$ cat src/rtl/hit_detector.sv
// Frame-energy hit detector: sums |sample| over WINDOW samples, pulses hit on rising threshold crossing.
// Latency: frame outputs update 2 cycles after the last sample edge; no backpressure, edges during ACCUM/FRAME_END are dropped.
module hit_detector #(
  parameter int WINDOW         = 240,
  parameter int HOLDOFF_FRAMES = 5
) (
  input  logic        clock,
  input  logic        reset,
  input  logic        sample_done,
  input  logic [11:0] sample,
  input  logic [18:0] threshold,
  output logic [18:0] frame_energy,
  output logic [10:0] frame_peak,
  output logic        frame_valid,
  output logic        hit,
  output logic        holdoff_active
);

  typedef enum logic [1:0] {IDLE, ACCUM, FRAME_END} state_t;

  state_t      state;
  logic        done_q;
  logic [10:0] mag_q;
  logic [18:0] acc;
  logic [10:0] peak;
  logic [7:0]  count;
  logic        prev_above;
  logic [3:0]  hold_cnt;

  logic        new_sample;
  logic [11:0] neg_sample;
  logic [10:0] mag;
  logic [7:0]  count_nxt;
  logic        above;
  logic        hit_now;

  assign new_sample = sample_done && !done_q;
  assign neg_sample = ~sample + 12'd1;
  assign count_nxt  = count + 8'd1;

  // -2048 has no positive 12-bit counterpart, so it clamps to full scale.
  always_comb begin
    mag = sample[10:0];
    if (sample[11]) begin
      if (sample == 12'h800) mag = 11'h7ff;
      else                   mag = neg_sample[10:0];
    end
  end

  assign above   = (acc >= threshold);
  assign hit_now = (threshold != 19'd0) && above && !prev_above && (hold_cnt == 4'd0);

  assign holdoff_active = (hold_cnt != 4'd0);

  always_ff @(posedge clock or negedge reset) begin
    if (!reset) begin
      state        <= IDLE;
      done_q       <= 1'b0;
      mag_q        <= '0;
      acc          <= '0;
      peak         <= '0;
      count        <= '0;
      prev_above   <= 1'b0;
      hold_cnt     <= '0;
      frame_energy <= '0;
      frame_peak   <= '0;
      frame_valid  <= 1'b0;
      hit          <= 1'b0;
    end else begin
      done_q      <= sample_done;
      frame_valid <= 1'b0;
      hit         <= 1'b0;
      case (state)
        IDLE: begin
          if (new_sample) begin
            mag_q <= mag;
            state <= ACCUM;
          end
        end
        ACCUM: begin
          acc   <= acc + {8'd0, mag_q};
          if (mag_q > peak) peak <= mag_q;
          count <= count_nxt;
          state <= (count_nxt == 8'(WINDOW)) ? FRAME_END : IDLE;
        end
        FRAME_END: begin
          frame_energy <= acc;
          frame_peak   <= peak;
          frame_valid  <= 1'b1;
          hit          <= hit_now;
          // prev_above tracks the raw crossing even while hold-off masks hits.
          prev_above   <= above;
          if (hit_now)               hold_cnt <= 4'(HOLDOFF_FRAMES);
          else if (hold_cnt != 4'd0) hold_cnt <= hold_cnt - 4'd1;
          acc   <= '0;
          peak  <= '0;
          count <= '0;
          state <= IDLE;
        end
        default: state <= IDLE;
      endcase
    end
  end

endmodule

$ cat config.mk
export PLATFORM = sky130hd
export DESIGN_NAME = hit_detector
export DESIGN_NICKNAME = d
export VERILOG_FILES = /design/src/rtl/hit_detector.sv
export SDC_FILE = /design/constraint.sdc
export NUM_CORES = 1
export LEC_CHECK = 0
export CORE_MARGIN = 10
export CORE_UTILIZATION = 51
export CTS_CLUSTER_DIAMETER = 200
export DETAILED_ROUTE_END_ITERATION = 8
export GPL_TIMING_DRIVEN = 0
export PLACE_DENSITY = 0.84
export SYNTH_ARGS = -nofsm -noshare
export SYNTH_HDL_FRONTEND = slang
export SYNTH_SLANG_ARGS = --single-unit
$ cat constraint.sdc
create_clock -name clock -period 2.4 [get_ports clock]
set_input_delay 0.36 -clock clock [delete_from_list [all_inputs] [get_ports clock]]
set_output_delay 0.36 -clock clock [all_outputs]
set_load 0.005 [all_outputs]
Word level (Yosys, flattened, before mapping). Cells that the tools add are included.

Bits in registers: 89. Bits of input ports: 34. Output and inout bits: 33.

Bitwise gates (word level): 1. Reductions and logical operators: 15. Add/sub/neg operators: 4. Order comparisons: 2. Multiplexer cells: 13. Equality and inequality tests: 6.

Operators by type and width (count): $pmux W19 S2 (1); $mux W11 (3); $pmux W11 S2 (1); $add A19 B11 Y19 (1); $ge A19 B19 Y1 (1); $reduce_bool A19 Y1 (1); $pmux W8 S2 (1); $eq A12 B12 Y1 const B (1); $add A11 B1 Y11 const B (1); $gt A11 B11 Y1 (1); $not A11 Y11 (1); $add A8 B1 Y8 const B (1); $eq A8 B8 Y1 const B (1); $mux W4 (2); $reduce_and A2 Y1 (3); $logic_and A1 B1 Y1 (4); $logic_not A4 Y1 (1); $mux W2 (2); $ne A2 B2 Y1 const B (2); $pmux W2 S2 (1); $reduce_bool A2 Y1 (2); $reduce_bool A4 Y1 (1); $sub A4 B1 Y4 const B (1); $eq A2 B1 Y1 const B (1); 4 further kinds (6).

Logic depth before layout (Yosys ltp).
Depth in word-level cells: 6. Depth in mapped cells: 9. Depth with buffers taken out: 9.

Worst setup path before layout. Ideal clock, no wire load.

Path type: register -> register. From: register mag_q[1]. To: register acc[11]. Stages on the path, launching flop included: 8. Buffers on the path: 0. Data arrival time: 2.231 ns. Slack: 0.048 ns. Path through: dfrtp_1 -> ha_1 -> a211oi_1 -> o21ai_0 -> a2111oi_1 -> nor2_1 -> mux2_2 -> a22o_1.

Word-level cells in the longest chain between the ends: 2.

Ends and longest elaborated chain: from (decl) (line 23) `logic [10:0] mag_q;`; from (signal assigned) (line 76) `mag_q <= mag;`; $add A19 B11 Y19 (line 81) `acc <= acc + {8'd0, mag_q};`; $pmux W19 S2 (line 73) `case (state)`; to (signal assigned) (line 81); to (decl) (line 24) `logic [18:0] acc;`.

No other way between the ends. A chain may end at the register's enable or synchronous reset.

Final worst setup path.
From: register acc[1]. To: register acc[11].

Word-level cells in the longest chain between the ends: 2.

Ends and longest elaborated chain (line): $add A19 B11 Y19 (81); $pmux W19 S2 (73).

No other way between the ends.

==> metrics.txt <==
Clock Sinks 89; WP data arrival 2.61 ns; initial core utilization between 50% and 60%; Logic pwr share ~51%; Yosys top cell by area dfrtp_1; worst r2r dst acc[11]; Die ar. roughly 15000 µm²; Yosys Warn Count 0; Worst Reg-to-Reg Cells 7; Netlist Area Pre-Place 5200 µm²; Final setup violation count 0; slowest cell on the critical path dfrtp_1; vias in the first global route about 4600; startpoint types flop; Worst Tran Pin Value a little over 0.6 ns; period utilization between 90% and 100%; Die X roughly 120 µm; met2 Use GR 31.5%; Required @ worst endpoint 2.66 ns; Post-Layout Cell Count ~740; Int Power about 4.5 mW; accumulated negative setup slack 0 ns; GR Overflow Total 0; Leakage about 3.0 nW; Critical Path Start acc[1]; Top FF cell, synth dfrtp_1; crit-path max FO 4; Crit. End Element flop; Syn Nets around 600; top-area cell type share of the netlist area around 43%; Hold Path Origin sample[2]; via/cell ratio a little under 6; Placed Area approximately 6100 µm²; layout cells sized above 1 between 10% and 20%; clock tree buffer depth 2; I/O pin cnt 67; Vias around 4400; Avg WL per Cell approximately 18 µm; Die Y-Extent around 120 µm; largest family of logic cells by synthesized area compound AO/OA/AOI/OAI gates; initial antenna violation count 0; Flop pwr share about a third; post-route ant nets 0; Simple-Gate Fraction of Synth Area between 10% and 20%; fill cell count about 700; Post-Syn Instances between 500 and 600; Hold Vio Cnt, Final 0; pin count of the biggest net entering global routing 49; CP Cell Sequence ha_1 > a211oi_1 > o21ai_2 > a2111oi_4 > nor2_1 > mux2_2 > a22o_1; max-slew violation count 0; core area slightly below 10000 µm²; GR Util met3 under 10%; # rows 36; power per cell area between 1000 and 1500 nW/µm²; compound-gate portion of the synthesized area around 17%; CP endpoint acc[11]; total wire length between 10000 and 15000 µm; CTS tree built; RSZ-0062 raised after global routing true; Num CTS Buffers 9; Fin Clk Skew a little over 0.009 ns; Max-cap violations 0; flop2flop setup slack between 0.04 and 0.05 ns; Pre-antenna DRT Iters 5; Sw Ratio 41.2%; Max IR drop VDD around 0.56 mV; DRC 0; mux cell area share after synthesis 8.34%; Hold Path Class input pin to flop; Crit Path Class flop to flop; Switching Power ~3.2 mW; post-synth cell types between 50 and 60; clock latency on the worst-skew pair 0.37 ns; IO buf count 66; gp weighted congestion between 0.9 and 1; H-tree depth 3; post-route cell area about 6500 µm²; Initial DRC Count about 390; Post-Synth Adder-Cell Area around 12%; Root Driver clkbuf_8; Crit path largest cell delay around 0.46 ns; achievable frequency between 400 and 500 MHz; Layout Nets slightly below 700; Critical R2R Launch acc[1]; Antenna Cells 0; post-synthesis xor/xnor area fraction between 2 and 3%; clock power share around 17%; hold path cells 3; synth top area cells dfrtp_1 43%, ha_1 12%, mux2_2 7.6%; relative slew slack between 50% and 60%; Tmin final ~2.4 ns; Clock Pin Slew Worst Setup and Hold Paths 0.09 ns; Placed Cells roughly 720; async set-reset flop share out of synthesis 100%; status finished, final reports clean; Seq cells post-synth 89; global route hottest layer met2; dpl hpwl 9950 µm; area added between synthesis and finish 24.7%; Mean Syn Cell Area roughly 10 µm²; first-pass GRT wire length around 21000 µm; sequential area share after synthesis between 40% and 50%; global-route usage over all layers 17.9%; M1 GR Usage about a fifth; EDFF count, synth 0
==> critical path, delay by kind of cell, from the launching register on <==
kind | cells | cell delay (ns)
mux | 1 | 0.29
compound gates | 4 | 1.04
simple gates | 1 | 0.14
fa+ha+maj | 1 | 0.31
flops | 1 | 0.46
==> sequential cells by signal, summed over array words and instances (netlist names) <==
register      count
count             8
state             2
acc              19
frame_peak       11
done_q            1
hit               1
hold_cnt          4
peak             11
frame_energy     19
prev_above        1
frame_valid       1
mag_q            11
==> cells by family after synthesis <==
| family | after synthesis |
|---|---|
| buf+inv | 66 |
| mux | 39 |
| xor+xnor | 17 |
| fa+ha+maj | 50 |
| simple gates | 131 |
| compound gates | 127 |
| flops | 89 |
==> cell usage after synthesis, types with 4 or more instances <==
master / count
dfrtp_1: 89
ha_1: 49
inv_1: 49
nor2_1: 41
mux2_2: 35
a21oi_1: 34
nand2_1: 27
o21ai_0: 20
nand3_1: 17
a22o_1: 13
clkbuf_1: 12
a21o_1: 10
xor2_1: 10
nor3_1: 8
nor4_1: 8
xnor2_1: 7
a211oi_1: 6
nand4_1: 6
o2bb2ai_1: 6
o31ai_1: 6
nor2b_1: 5
and4_1: 4
mux2i_1: 4
o22ai_1: 4
==> layout make-up <==
| class | instances | area [µm²] | area share (%) |
|---|---|---|---|
| Timing Repair Buffer | 75 | 768 | 11.8 |
| Multi-Input combinational cell | 364 | 2810 | 43.2 |
| Inverter | 50 | 188 | 2.89 |
| Clock buffer | 12 | 155 | 2.39 |
| Tap cell | 133 | 166 | 2.56 |
| Clock inverter | 4 | 98.8 | 1.52 |
| Buffer | 16 | 80.1 | 1.23 |
| Sequential cell | 89 | 2230 | 34.3 |
==> placed cells by master (no fill, tap or decap), drive strengths merged, types with 3 or more instances in the layout <==
cell / n
dfrtp: 89
clkdlybuf4s50: 63
inv: 50
ha: 49
nor2: 42
mux2: 35
a21oi: 35
nand2: 27
clkbuf: 24
o21ai: 21
nand3: 17
a22o: 13
buf: 13
a21o: 10
xor2: 10
nor4: 8
nor3: 8
xnor2: 7
nand4: 6
a211oi: 6
o31ai: 6
o2bb2ai: 6
nor2b: 5
mux2i: 4
o22ai: 4
and4: 4
or3: 4
o21a: 3
o211ai: 3
bufinv: 3
nand2b: 3
a31oi: 3
==> repair_timing <==
action / 4_1_cts / 5_1_grt
gates resized for setup: 8 / 24
gates cloned: 0 / 2
endpoints found under the setup margin: 15 / 50
setup buffers: 2 / 3
endpoints found under the hold margin: 5 / 0
pin swaps: 1 / 4
hold buffers: 1 / 0
==> power by group through the flow <==
stage | registers [mW] | logic (mW) | clock network (mW)
finish | 2.50 | 3.95 | 1.28
global route | 2.54 | 4.40 | 1.36
CTS | 2.48 | 3.56 | 1.29
detailed placement | 2.50 | 3.42 | 0
global placement | 2.47 | 3.21 | 0
floorplan | 2.29 | 2.65 | 0
==> worst min path at each step <==
stage                          endpoint  slack, ns
final                          mag_q[2]       0.46
after global routing             done_q       0.47
after CTS                        done_q       0.47
after detailed placement         done_q       0.39
after global placement    frame_peak[7]       0.49
after floorplan                  acc[0]       0.06
==> per-stage QoR <==
stage | util [%] | worst slack [ns] | total power [mW] | hold slack, ns
6_report | 65.8 | 0.0484 | 7.73 | 0.462
5_1_grt | 65.8 | -0.107 | 8.30 | 0.466
4_1_cts | 64.5 | 0.00178 | 7.32 | 0.471
3_5_place_dp | 61.4 | -0.335 | 5.92 | 0.392
3_3_place_gp | 61.1 | -2.18 | 5.68 | 0.489
2_1_floorplan | - | 0.0485 | 4.94 | 0.0644
==> per-layer routing <==
layer  vias up  share of wire [%]
met4         0                3.2
li1       2051                  -
met1      2189                 39
met5         -                  0
met3        42                6.1
met2       153                 52
(Power assumes the default switching activity.)
